## config.mk

```make
export PLATFORM = sky130hd
export DESIGN_NAME = axilite_reg_arbiter
export DESIGN_NICKNAME = d
export VERILOG_FILES = /design/src/rtl/axilite_reg_arbiter.sv
export SDC_FILE = /design/constraint.sdc
export NUM_CORES = 1
export LEC_CHECK = 0
export ABC_CLOCK_PERIOD_IN_PS = 1890
export CAP_MARGIN = 10
export CORE_AREA = 5 5 88 90
export CTS_BUF_LIST = sky130_fd_sc_hd__clkbuf_16
export DETAILED_ROUTE_END_ITERATION = 7
export DIE_AREA = 0 0 93 95
export GPL_TIMING_DRIVEN = 1
export PLACE_DENSITY = 0.77
export SLEW_MARGIN = 10
export SYNTH_ARGS = -nofsm -noshare
export SYNTH_HDL_FRONTEND = slang
export SYNTH_SLANG_ARGS = --single-unit
```

## constraint.sdc

```tcl
create_clock -name clk -period 1.89 [get_ports clk]
set_input_delay 0.378 -clock clk [delete_from_list [all_inputs] [get_ports clk]]
set_output_delay 0.378 -clock clk [all_outputs]
set_load 0.03 [all_outputs]
```

## src/rtl/axilite_reg_arbiter.sv

```systemverilog
// rtl/axilite_reg_arbiter.sv - shares one single-port RAM between the write and read register ports
// Optional feature: define AXILITE_REG_ARB_RANGE_CHECK_EN to suppress RAM access for addresses above the RAM window.
module axilite_reg_arbiter #(
    parameter int DATA_WIDTH     = 32,
    parameter int ADDR_WIDTH     = 40,
    parameter int STRB_WIDTH     = DATA_WIDTH / 8,
    parameter int MEM_ADDR_WIDTH = 10
) (
    input  logic                      clk,
    input  logic                      rst,
    input  logic [ADDR_WIDTH-1:0]     reg_wr_addr,
    input  logic [DATA_WIDTH-1:0]     reg_wr_data,
    input  logic [STRB_WIDTH-1:0]     reg_wr_strb,
    input  logic                      reg_wr_en,
    output logic                      reg_wr_wait,
    output logic                      reg_wr_ack,
    input  logic [ADDR_WIDTH-1:0]     reg_rd_addr,
    input  logic                      reg_rd_en,
    output logic [DATA_WIDTH-1:0]     reg_rd_data,
    output logic                      reg_rd_wait,
    output logic                      reg_rd_ack,
    output logic                      mem_en,
    output logic [STRB_WIDTH-1:0]     mem_we,
    output logic [MEM_ADDR_WIDTH-1:0] mem_addr,
    output logic [DATA_WIDTH-1:0]     mem_wdata,
    input  logic [DATA_WIDTH-1:0]     mem_rdata
);

    localparam int OFF_W = (STRB_WIDTH > 1) ? $clog2(STRB_WIDTH) : 0;

    typedef enum logic [1:0] {
        ST_IDLE,
        ST_WRITE,
        ST_RD_ISSUE,
        ST_RD_DATA
    } state_t;

    state_t                    state_q, state_d;
    logic                      last_rd_q, last_rd_d;   // 1: read was the most recent grant
    logic [MEM_ADDR_WIDTH-1:0] addr_q, addr_d;         // word address captured at grant
    logic                      oor_q, oor_d;           // granted address lies outside the RAM
    logic [ADDR_WIDTH-1:0]     wr_word;
    logic [ADDR_WIDTH-1:0]     rd_word;
    logic                      wr_oor;
    logic                      rd_oor;
    logic                      grant_wr;

    // Drop the byte-offset bits so the RAM sees word addresses.
    assign wr_word = reg_wr_addr >> OFF_W;
    assign rd_word = reg_rd_addr >> OFF_W;

`ifdef AXILITE_REG_ARB_RANGE_CHECK_EN
    // Any word-address bit above the RAM window marks the access as out of range.
    assign wr_oor = |(wr_word >> MEM_ADDR_WIDTH);
    assign rd_oor = |(rd_word >> MEM_ADDR_WIDTH);
`else
    // Upper bits are ignored; accesses alias modulo the RAM size.
    logic unused_upper_bits;
    assign unused_upper_bits = ^{wr_word, rd_word};
    assign wr_oor = 1'b0;
    assign rd_oor = 1'b0;
`endif

    // Write wins when it is the only requester or when read was granted last.
    assign grant_wr = reg_wr_en & (~reg_rd_en | last_rd_q);

    // State, fairness and captured-address registers; reset aborts any in-flight access.
    always_ff @(posedge clk or posedge rst) begin
        if (rst) begin
            state_q   <= ST_IDLE;
            last_rd_q <= 1'b1;
            addr_q    <= '0;
            oor_q     <= 1'b0;
        end else begin
            state_q   <= state_d;
            last_rd_q <= last_rd_d;
            addr_q    <= addr_d;
            oor_q     <= oor_d;
        end
    end

    // Next-state arbitration and per-state RAM / ack outputs.
    always_comb begin
        state_d     = state_q;
        last_rd_d   = last_rd_q;
        addr_d      = addr_q;
        oor_d       = oor_q;
        mem_en      = 1'b0;
        mem_we      = '0;
        mem_addr    = '0;
        mem_wdata   = '0;
        reg_wr_ack  = 1'b0;
        reg_rd_ack  = 1'b0;
        reg_rd_data = '0;
        case (state_q)
            ST_IDLE: begin
                if (grant_wr) begin
                    state_d   = ST_WRITE;
                    last_rd_d = 1'b0;
                    addr_d    = wr_word[MEM_ADDR_WIDTH-1:0];
                    oor_d     = wr_oor;
                end else if (reg_rd_en) begin
                    state_d   = ST_RD_ISSUE;
                    last_rd_d = 1'b1;
                    addr_d    = rd_word[MEM_ADDR_WIDTH-1:0];
                    oor_d     = rd_oor;
                end
            end
            ST_WRITE: begin
                mem_en     = ~oor_q;
                mem_we     = oor_q ? '0 : reg_wr_strb;
                mem_addr   = addr_q;
                mem_wdata  = reg_wr_data;
                reg_wr_ack = 1'b1;
                state_d    = ST_IDLE;
            end
            ST_RD_ISSUE: begin
                mem_en   = ~oor_q;
                mem_addr = addr_q;
                state_d  = ST_RD_DATA;
            end
            ST_RD_DATA: begin
                reg_rd_data = oor_q ? '0 : mem_rdata;
                reg_rd_ack  = 1'b1;
                state_d     = ST_IDLE;
            end
            default: state_d = ST_IDLE;
        endcase
    end

    // Pending indications; forced low while reset is held.
    assign reg_wr_wait = reg_wr_en & ~reg_wr_ack & ~rst;
    assign reg_rd_wait = reg_rd_en & ~reg_rd_ack & ~rst;

endmodule

```

==> impl_metrics.csv <==
group,metric,value,unit
clock_tree,cts_inserted_buffers,3,
route,finalWirelength,6.39,mm
critical_path,cp.required,1510,ps
synthesis,syn_nets,301,
synthesis,syn-instance-count,144,
layout,mostFrequentLayoutCells,"clkdlybuf4s50_1 (91), and2_1 (87), buf_4 (63), buf_12 (18), dfrtp_1 (12)",
floorplanning,io_pins,235,
critical_path,path_max_fanout,36,
critical_path,crit_start,"state_q[1]",
sta,fin_ws,52.5,ps
outcome,status,"finished clean",
placed_design,place_congestion,0.725,
sta,fmax,544,MHz
synthesis,syn_area,0.00119,mm²
critical_path,cp-endpoint,"mem_wdata[28]",
grt,grt_pass1_wl,9.20,mm
power,ir_drop,759,µV
layout,synthToLayoutAreaGrowth,166,%
clock_tree,clk_path_buf_depth,2,
floorplanning,start_util,17.0,%
layout,fin_area,0.00316,mm²
sta,rsz0062_at_grt,"true",
sta,hold_viol_final,0,
critical_path,r2r-start,"state_q[0]",
floorplanning,die_area,0.00884,mm²
grt,antenna_found_initial,8,
layout,drive_gt1_share,31.5,%
layout,layout_commonest_cell,"clkdlybuf4s50_1",
synthesis,synth-simple-area-share,50.3,%
placed_design,place_area,0.00304,mm²
critical_path,crit_type,"flip-flop to primary output",
synthesis,synth_top_family_by_area,"simple AND/OR/NAND/NOR gates",
power,powerDensity,1230,mW/mm²
grt,grt_pass1_vias,1733,
sta,skew,3.01,ps
critical_path,reg2reg_slack,240,ps
layout,final_cells,400,
sta,tightest_slew,661,ps
synthesis,async_reset_ff_share,100,%
floorplanning,fp.coreArea,0.00698,mm²
synthesis,synthMuxAreaShare,0,%
power,total_power,3.89,mW
clock_tree,ctsHtreeMaxLevel,1,
synthesis,ys.flop_type,"dfrtp_1",
min_path,hold_class,"flip-flop to flip-flop",
sta,max_slew_margin,55.6,%
clock_tree,postCtsSetupRepairBufs,0,
clock_tree,hold_buffers,0,
floorplanning,die-height,95,µm
critical_path,critPathCaptureType,"primary output",
route,drt-vias-per-instance,4.12,
clock_tree,root_buffer,"clkbuf_16",
placed_design,dp.cells,395,
critical_path,r2r-end,"addr_q[1]",
synthesis,yosys_warnings,0,
route,wl_met3,1.01,mm
clock_tree,clock_latency,240,ps
critical_path,reg2regPathDepth,5,
power,leakagePower,1.46,nW
route,first_pass_iters,4,
synthesis,synth_edf_count,0,
floorplanning,rows,31,
sta,setup_viol,0,
sta,fin_crit_sh,97.2,%
synthesis,seq_area_frac_synth,27.5,%
route,vias,1648,
clock_tree,clock-sinks,13,
clock_tree,cts_tree,"built",
synthesis,yosys.area_share.adder,5.26,%
placed_design,post-place-ws,49.5,ps
grt,track_usage,13.5,%
critical_path,critPathLaunchType,"flip-flop",
floorplanning,die_w,93,µm
sta,finalCriticalPeriod,1840,ps
synthesis,syn_area_per_cell,8.25,µm²
route,m1WireLength,2.35,mm
sta,final_max_slew_viol_count,0,
synthesis,synth_compound_area_share,12.1,%
route,highest_layer,"met5",
synthesis,ys_types,20,
route,drtIter0Drc,14,
layout,final_util,45.3,%
route,wl_met2,2.87,mm
placed_design,port_buffers,174,
route,ant_nets,0,
grt,grt_max_degree,37,
route,drc,0,
layout,fill_cells,690,
grt,grt.overflow.total,0,
job,drv_cap,0,
synthesis,synth-xor-area-share,0,%
clock_tree,clk_pin_slew,40,ps
sta,hold_slack,474,ps
layout,final_nets,475,
critical_path,worstPathArrival,1460,ps
sta,finalSetupTns,0,ps
placed_design,hpwlAfterDp,5.84,mm
synthesis,ys_ff_latch,13,
route,wl_per_cell,16.0,µm
-- cell families after synthesis --
group,Yosys count
flip-flops,13
buffers and inverters,13
AND/OR/NAND/NOR,96
adder cells (fa/ha/maj),5
AO/OA/AOI/OAI,17
-- cell usage after synthesis (2+ instances only) --
cell type,number,area share (%)
a221o_1,9,7.6
o21ai_0,2,0.84
ha_1,5,5.3
and2_1,88,46
clkbuf_1,6,1.9
inv_1,5,1.6
a21oi_1,2,0.84
nand2b_1,2,1.1
nand2_1,3,0.95
dfrtp_1,12,25
-- state kept, by name, indices dropped and copies added (netlist names) --
register,count
state_q,2
addr_q,10
last_rd_q,1
-- area by class of cell --
| type | count | area, µm² | area share [%] |
|---|---|---|---|
| Timing Repair Buffer | 177 | 1800 | 56.9 |
| Multi-Input combinational cell | 118 | 832 | 26.3 |
| Sequential cell | 13 | 327 | 10.3 |
| Tap cell | 82 | 103 | 3.24 |
| Clock buffer | 3 | 75.1 | 2.37 |
| Inverter | 5 | 18.8 | 0.594 |
| Clock inverter | 1 | 3.75 | 0.119 |
| Antenna cell | 1 | 2.50 | 0.0791 |
-- worst min-delay path by stage --
stage,start,endpoint,cells after the start
floorplan,rst,addr_q[0],1
global placement,last_rd_q,last_rd_q,2
detailed placement,last_rd_q,last_rd_q,2
CTS,last_rd_q,last_rd_q,2
global route,last_rd_q,last_rd_q,2
finish,last_rd_q,last_rd_q,2
-- what timing repair did --
| action | CTS | global route |
|---|---|---|
| pin swaps | 0 | 0 |
| cloned | 0 | 0 |
| resized for setup | 4 | 6 |
| endpoints found under the setup margin | 10 | 48 |
-- per-layer routing --
layer  track usage [%]  vias to the layer above
met4              1.95                       14
met2              21.2                       84
li1                  -                      811
met3              10.7                       20
met1              14.6                      719
met5                 0                        -
-- worst max-delay path, cell delays in order (launching register included) --
cell and delay, ps:
dfrtp_1 410, inv_2 110, ha_2 200, buf_12 160, and2_1 210, buf_12 140
-- where the power goes --
group,switching [mW],internal [mW],total (mW)
Combinational,1.59,1.42,3.01
Sequential,0.0757,0.422,0.498
Clock,0.105,0.278,0.382
Total,1.77,2.12,3.89
Power figures use the tool's default switching activity.
